--- src/rtl/bucket_hash_table.sv ---
// Bucketed hash-join table: a build stream fills fixed-size rows, then a probe stream
// emits one joined beat per key match (or one miss beat) in slot order.
module bucket_hash_table #(
    parameter int ROW_BITS = 3,
    parameter int SLOTS    = 4,
    parameter int KEY_BITS = 32,
    parameter int TUPLE_W  = 64
) (
    input  logic                 clk,
    input  logic                 resetn,
    input  logic                 in_valid_build,
    output logic                 in_ready_build,
    input  logic [TUPLE_W-1:0]   in_data_build,
    input  logic [31:0]          in_hash_build,
    input  logic                 in_last_build,
    input  logic                 in_valid_probe,
    output logic                 in_ready_probe,
    input  logic [TUPLE_W-1:0]   in_data_probe,
    input  logic [31:0]          in_hash_probe,
    input  logic [63:0]          in_serialnum,
    input  logic                 in_last_probe,
    output logic                 out_valid,
    input  logic                 out_ready,
    output logic [2*TUPLE_W-1:0] out_data,
    output logic [63:0]          out_serialnum,
    output logic                 out_was_joined,
    output logic                 out_last,
    output logic [31:0]          overflow_cnt
);
    localparam int ROWS  = 1 << ROW_BITS;
    localparam int CNT_W = $clog2(SLOTS + 1);
    localparam int ROW_W = CNT_W + SLOTS * TUPLE_W;
    localparam int IDX_W = (SLOTS > 1) ? $clog2(SLOTS) : 1;
    localparam logic [CNT_W-1:0] SLOTS_C = CNT_W'(SLOTS);

    typedef enum logic [2:0] {INIT, B_IDLE, B_RMW, P_IDLE, P_RD, P_EMIT, DONE} state_t;

    state_t               state;
    logic [ROW_BITS-1:0]  init_row, row_q;
    logic [TUPLE_W-1:0]   tuple_q;
    logic [63:0]          serial_q;
    logic [ROW_W-1:0]     row_reg;
    logic [SLOTS-1:0]     m_rem;

    logic [ROW_W-1:0]     mem [ROWS];
    logic [ROW_W-1:0]     rd_data, wr_data, ins_row;
    logic [ROW_BITS-1:0]  rd_addr, wr_addr;
    logic                 rd_en, wr_en, build_fire, probe_fire;
    logic [CNT_W-1:0]     rd_cnt;
    logic [SLOTS-1:0]     m;
    logic                 unused_hash;

    assign unused_hash = ^{in_hash_build[31:ROW_BITS], in_hash_probe[31:ROW_BITS]};

    function automatic logic [IDX_W-1:0] lowest(input logic [SLOTS-1:0] v);
        logic [IDX_W-1:0] r;
        r = '0;
        for (int i = SLOTS - 1; i >= 0; i--)
            if (v[i]) r = IDX_W'(i);
        return r;
    endfunction

    function automatic logic [TUPLE_W-1:0] slot_of(input logic [ROW_W-1:0] row,
                                                   input logic [IDX_W-1:0] idx);
        return row[int'(idx) * TUPLE_W +: TUPLE_W];
    endfunction

    // Simple dual-port row store, 1-cycle read latency.
    always_ff @(posedge clk) begin
        if (wr_en) mem[wr_addr] <= wr_data;
        if (rd_en) rd_data <= mem[rd_addr];
    end

    assign build_fire = (state == B_IDLE) && in_valid_build;
    assign probe_fire = (state == P_IDLE) && in_valid_probe;
    assign rd_en      = build_fire || probe_fire;
    assign rd_addr    = build_fire ? in_hash_build[ROW_BITS-1:0] : in_hash_probe[ROW_BITS-1:0];
    assign rd_cnt     = rd_data[ROW_W-1 -: CNT_W];

    always_comb begin
        ins_row = rd_data;
        ins_row[ROW_W-1 -: CNT_W] = rd_cnt + CNT_W'(1);
        for (int i = 0; i < SLOTS; i++) begin
            if (rd_cnt == CNT_W'(i)) ins_row[i*TUPLE_W +: TUPLE_W] = tuple_q;
            m[i] = (CNT_W'(i) < rd_cnt) &&
                   (rd_data[i*TUPLE_W +: KEY_BITS] == tuple_q[KEY_BITS-1:0]);
        end
    end

    // Build RMW never collides with a read: the next read is issued a cycle after the write.
    assign wr_en   = resetn && ((state == INIT) || ((state == B_RMW) && (rd_cnt < SLOTS_C)));
    assign wr_addr = (state == INIT) ? init_row : row_q;
    assign wr_data = (state == INIT) ? '0 : ins_row;

    always_ff @(posedge clk) begin
        if (!resetn) begin
            state          <= INIT;
            init_row       <= '0;
            row_q          <= '0;
            tuple_q        <= '0;
            serial_q       <= '0;
            row_reg        <= '0;
            m_rem          <= '0;
            in_ready_build <= 1'b0;
            in_ready_probe <= 1'b0;
            out_valid      <= 1'b0;
            out_data       <= '0;
            out_serialnum  <= '0;
            out_was_joined <= 1'b0;
            out_last       <= 1'b0;
            overflow_cnt   <= '0;
        end else begin
            case (state)
                INIT: begin
                    init_row <= init_row + 1'b1;
                    if (init_row == ROW_BITS'(ROWS - 1)) begin
                        state          <= B_IDLE;
                        in_ready_build <= 1'b1;
                    end
                end
                B_IDLE: begin
                    if (in_valid_build) begin
                        tuple_q        <= in_data_build;
                        row_q          <= in_hash_build[ROW_BITS-1:0];
                        state          <= B_RMW;
                        in_ready_build <= 1'b0;
                    end else if (in_last_build) begin
                        state          <= P_IDLE;
                        in_ready_build <= 1'b0;
                        in_ready_probe <= 1'b1;
                    end
                end
                B_RMW: begin
                    if (rd_cnt == SLOTS_C && overflow_cnt != '1)
                        overflow_cnt <= overflow_cnt + 1'b1;
                    state          <= B_IDLE;
                    in_ready_build <= 1'b1;
                end
                P_IDLE: begin
                    if (in_valid_probe) begin
                        tuple_q        <= in_data_probe;
                        serial_q       <= in_serialnum;
                        state          <= P_RD;
                        in_ready_probe <= 1'b0;
                    end else if (in_last_probe) begin
                        state          <= DONE;
                        in_ready_probe <= 1'b0;
                        out_last       <= 1'b1;
                    end
                end
                P_RD: begin
                    row_reg       <= rd_data;
                    out_valid     <= 1'b1;
                    out_serialnum <= serial_q;
                    state         <= P_EMIT;
                    if (|m) begin
                        out_data       <= {slot_of(rd_data, lowest(m)), tuple_q};
                        out_was_joined <= 1'b1;
                        m_rem          <= m & (m - 1'b1);
                    end else begin
                        out_data       <= {{TUPLE_W{1'b0}}, tuple_q};
                        out_was_joined <= 1'b0;
                        m_rem          <= '0;
                    end
                end
                P_EMIT: begin
                    if (out_ready) begin
                        if (|m_rem) begin
                            out_data <= {slot_of(row_reg, lowest(m_rem)), tuple_q};
                            m_rem    <= m_rem & (m_rem - 1'b1);
                        end else begin
                            out_valid      <= 1'b0;
                            state          <= P_IDLE;
                            in_ready_probe <= 1'b1;
                        end
                    end
                end
                default: ;
            endcase
        end
    end
endmodule
--- config.mk ---
export PLATFORM = sky130hd
export DESIGN_NAME = bucket_hash_table
export DESIGN_NICKNAME = d
export VERILOG_FILES = /design/src/rtl/bucket_hash_table.sv
export SDC_FILE = /design/constraint.sdc
export NUM_CORES = 2
export LEC_CHECK = 0
export CORE_MARGIN = 2
export CORE_UTILIZATION = 50
export DETAILED_ROUTE_END_ITERATION = 8
export PLACE_DENSITY = 0.68
export SLEW_MARGIN = 20
export SYNTH_ARGS = -nofsm -noshare
export SYNTH_HDL_FRONTEND = slang
export SYNTH_SLANG_ARGS = --single-unit
export TNS_END_PERCENT = 30
--- constraint.sdc ---
create_clock -name clk -period 15.65 [get_ports clk]
set_clock_uncertainty 0.15 [all_clocks]
set_input_delay 1.565 -clock clk [delete_from_list [all_inputs] [get_ports clk]]
set_output_delay 1.565 -clock clk [all_outputs]
set_load 0.005 [all_outputs]
==> reports/qor_table.md <==
| Step | Parameter | Reported |
|:---|:---|:---|
| power | Net switching component of the power | 4.694 mW |
| worst setup path | Delay of the slowest cell on the worst path | 820 ps |
| floorplan | Full die area | 234500 µm² |
| placed design | GP Congestion | 0.8551 |
| clock network | Number of sinks driven by the clock tree | 2894 |
| yosys | Ys Warns | 0 |
| hold path | Hold Crit Depth | 2 |
| grt | Via count of the first global-routing pass | 69.76k |
| worst setup path | Minimum setup slack among reg-to-reg paths | 9720 ps |
| clock network | Number of buffers inserted to repair setup after CTS | 0 |
| power | Relative contribution of sequential cells to total power | 50.2% |
| timing | Shortest clock period the worst path allows after layout | 6051 ps |
| clock network | Clk buf depth | 4 |
| detailed routing | Number of vias per cell after detailed routing | 6.225 |
| detailed routing | Routed WL per cell | 28.92 µm |
| finish | Flip-flop count of the largest register after layout | 2072 |
| worst setup path | Critical path peak fanout | 98 |
| hold path | Min-Delay Endpoint | out_serialnum[16] |
| detailed routing | Starting DRT DRC Count | 7986 |
| grt | Antenna violations before repair | 8 |
| power | Power density cells | 142.9 nW/µm² |
| clock network | Cts hold-fix bufs | 0 |
| yosys | Register bit total from synthesis | 2894 |
| yosys | Syn Inst Count | 7612 |
| grt | GR Util met2 | 44.31% |
| timing | Final hold violation count | 0 |
| power | Switching portion of total power | 24.72% |
| grt | First-pass GRT wire length | 471400 µm |
| yosys | Synth Area per Inst | 15.15 µm² |
| timing | Achievable frequency | 165.3 MHz |
| hold path | Hold Startpoint | serial_q[16] |
| detailed routing | ANT nets after route | 0 |
| finish | Total Nets Final | 8232 |
| grt | Met1 usage in global routing | 36.11% |
| yosys | Fraction of registers with async set or reset after synthesis | 0% |
| timing | Setup TNS after final layout | 0 ps |
| worst setup path | Register-to-Register Path Depth | 8 |
| power | Leakage power figure | 42.96 nW |
| run | Number of maximum-capacitance constraint violations | 0 |
| detailed routing | Total via count after detailed routing | 69.89k |
| clock network | Later-pin clock latency in the skew report | 950 ps |
| placed design | Worst setup timing slack at the placement stage | 8613 ps |
| grt | Most crowded layer after global routing | met2 |
| worst setup path | List of cells traversed by the critical path | clkdlybuf4s50_1, inv_1, nor4_4, mux2i_4, buf_12, buf_4, buf_12, mux4_2, mux2_2 |
| run status | Outcome | finished clean |
| timing | Min Hold Slack | 301.8 ps |
| worst setup path | Worst setup EP type | flop |
| yosys | Top FF cell, synth | sky130_fd_sc_hd__edfxtp_1 |
| clock network | Clk Tree Root Cell | sky130_fd_sc_hd__clkbuf_16 |
| detailed routing | Length of the first detailed-routing pass in iterations | 8 |
| yosys | Synthesized area | 115300 µm² |
| worst setup path | Signal arrival time at the worst endpoint | 6560 ps |
| clock network | H-tree levels | 5 |
| clock network | Total of cells resized after clock tree synthesis | 0 |
| power | Clk network pwr share | 37.9% |
| power | Combinational power share | 11.9% |
| finish | Utilization after layout | 57.87% |
| worst setup path | Critical register-to-register path endpoint | rd_data[225] |
| finish | Proportion of layout cells with a drive suffix above 1 | 18.91% |
| worst setup path | Required time of the critical path | 16160 ps |
| timing | Actual transition at the worst max-transition pin | 1356 ps |
| power | Worst vdd ir | 0.1421 mV |
| clock network | CTS Buf Count | 313 |
| detailed routing | DR DRC count | 0 |
| timing | RSZ-0062 raised after global routing | no |
| placed design | Final HPWL from detailed placement | 171400 µm |
| power | Power Internal | 14.29 mW |
| timing | Slew Limit Headroom | 9.601% |
| yosys | Sequential share of the synthesized area | 70.47% |
| finish | Summed area of non-filler cells in the final layout | 132900 µm² |
| clock network | Worst-path clk slew | 60 ps |
| timing | Number of slew-limit violations in the final report | 0 |
| finish | Syn-to-layout area delta | 15.25% |
| timing | Ratio of final minimum period to clock period | 38.66% |
| clock network | TritonCTS clock tree | built |
| grt | Met3 layer usage reported by global route | 5.558% |
| grt | Maximum number of pins on one net before global-route repair | 153 |
| yosys | Post-synth EDFFs | 2331 |
| floorplan | I/O pin total | 492 |
| grt | Total grt overflow | 0 |
| power | Power consumption | 18.99 mW |
| floorplan | Placeable core region | 229700 µm² |
| placed design | Cell area reported after detailed placement | 122900 µm² |
| worst setup path | Critical Path Slowest Stage Cell | sky130_fd_sc_hd__buf_4 |
| finish | Final instance count without filler cells | 11.23k |
| worst setup path | Critical path startpoint category | input port |
| grt | Total routing usage reported by global routing | 27.25% |
| hold path | Worst hold path type | reg2reg |
| floorplan | Chip Height | 484.3 µm |
| placed design | Number of buffers added on ports | 433 |
| yosys | Post-synthesis cell type count | 65 |
| timing | Worst setup slack after layout | 9599 ps |
| yosys | Net count after synthesis | 7881 |
| floorplan | Starting utilization of the core area | 50.21% |
| timing | Final setup fails | 0 |
| placed design | Placed insts | 10.67k |
| floorplan | Placement Rows | 176 |
| finish | Number of inserted filler cells in the final layout | 17.37k |
| worst setup path | Most numerous cell on the critical path | sky130_fd_sc_hd__buf_12 |
| worst setup path | Critical path buffer and inverter count | 5 |
| floorplan | Overall die width | 484.3 µm |
| detailed routing | Post-detailed-routing wire length | 324700 µm |
| worst setup path | Origin of the critical flop-to-flop path | state[0] |
| worst setup path | Delay-heaviest family, CP | buffers and inverters |
| worst setup path | Setup CP Type | in2reg |
==> cells in the final DEF, fill, tap and decap left out, types with 21 or more instances in the layout <==
cell                              count
sky130_fd_sc_hd__a311oi_1            64
sky130_fd_sc_hd__nor2_1             438
sky130_fd_sc_hd__mux2_2             323
sky130_fd_sc_hd__xnor2_1             88
sky130_fd_sc_hd__dfxtp_1            562
sky130_fd_sc_hd__mux4_2             518
sky130_fd_sc_hd__o221ai_1            62
sky130_fd_sc_hd__edfxtp_1          2331
sky130_fd_sc_hd__o41ai_2             61
sky130_fd_sc_hd__nor4_1              25
sky130_fd_sc_hd__buf_12              21
sky130_fd_sc_hd__clkinv_2            58
sky130_fd_sc_hd__clkinv_1            39
sky130_fd_sc_hd__clkbuf_1            55
sky130_fd_sc_hd__xor2_1              63
sky130_fd_sc_hd__clkbuf_8            37
sky130_fd_sc_hd__o22ai_1            128
sky130_fd_sc_hd__buf_4              122
sky130_fd_sc_hd__a21oi_1            727
sky130_fd_sc_hd__clkbuf_16          320
sky130_fd_sc_hd__clkdlybuf4s50_1    432
sky130_fd_sc_hd__nand2_1           1445
sky130_fd_sc_hd__nand4_1             28
==> logic make-up after synthesis <==
kind of cell | Yosys count | synth area share (%)
flip-flops | 2894 | 70.47
multiplexers | 852 | 13.37
AO/OA/AOI/OAI | 1089 | 5.953
AND/OR/NAND/NOR | 2060 | 7.074
adder cells (fa/ha/maj) | 6 | 0.06510
buffers and inverters | 560 | 1.925
XOR/XNOR | 151 | 1.147
==> worst max path at each step <==
stage	startpoint	end	slack, ps	cells past startpoint
after floorplan	resetn	mem[0][0]	1600	4
after global placement	in_valid_build	rd_data[211]	8670	9
after detailed placement	in_valid_build	rd_data[169]	8610	9
after CTS	in_valid_build	rd_data[81]	9540	9
after global routing	in_valid_build	rd_data[209]	9220	9
final	in_valid_build	rd_data[225]	9600	9
==> worst reg2reg max path, stage by stage (launching register included) <==
cell	delay, ps
sky130_fd_sc_hd__dfxtp_1	750
sky130_fd_sc_hd__inv_2	240
sky130_fd_sc_hd__nor4_4	780
sky130_fd_sc_hd__mux2i_4	370
sky130_fd_sc_hd__buf_12	660
sky130_fd_sc_hd__buf_4	930
sky130_fd_sc_hd__buf_12	700
sky130_fd_sc_hd__mux4_2	810
sky130_fd_sc_hd__mux2_2	270
==> power groups by stage <==
stage / Clock (mW) / Sequential (mW) / Combinational [mW]
after floorplan: 0 / 9.86 / 1.42
after global placement: 0 / 9.65 / 2.21
after detailed placement: 0 / 9.70 / 2.25
after CTS: 7.27 / 9.54 / 2.26
after global routing: 7.56 / 9.58 / 2.39
final: 7.19 / 9.54 / 2.26
==> Yosys cell counts (all sizes together) (2+ instances only) <==
library cell  count  area share, %
xnor2            88           0.67
dfxtp           563            9.8
or3              13          0.071
ha                6          0.065
edfxtp         2331             61
nand3            18          0.078
a211oi            2          0.024
nor4b             4          0.030
and3              4          0.022
or2               2          0.011
clkbuf          430            1.4
o22ai           128           0.69
inv              20          0.065
nand4b            4          0.030
nor2            448            1.5
xor2             63           0.48
nor3b             3          0.020
or4              11          0.075
and4              3          0.023
nor3             23           0.10
nor4             28           0.16
a21oi           728            3.2
o211a             2          0.017
a21boi            2          0.013
a2111o            2          0.020
o41ai            62           0.87
mux4            518             10
a31oi             5          0.027
o31ai             2          0.013
mux2i            11          0.095
o21ai            20          0.087
nand2b            5          0.027
nand2          1452            4.7
o221ai           62           0.47
a311oi           64           0.49
nor2b             4          0.022
or4b              2          0.017
mux2            323            3.2
nand4            28           0.15
and2              6          0.033
buf             109           0.46
==> layer usage <==
layer,part of all wire (%),vias up
met5,0.019,-
met3,9.6,768
li1,-,29503
met2,48,3860
met4,4.3,8
met1,38,35750
==> area by class of cell <==
cell class	count	area [µm²]	area share, %
clock inverter	140	1219	0.9169
inverter	21	87.58	0.06590
multi-input combinational	4158	32150	24.19
antenna	2	5.005	0.003766
sequential	2894	81270	61.15
timing repair buffer	575	5660	4.259
tap	3026	3786	2.849
clock buffer	412	8723	6.564
(Power assumes the default switching activity.)
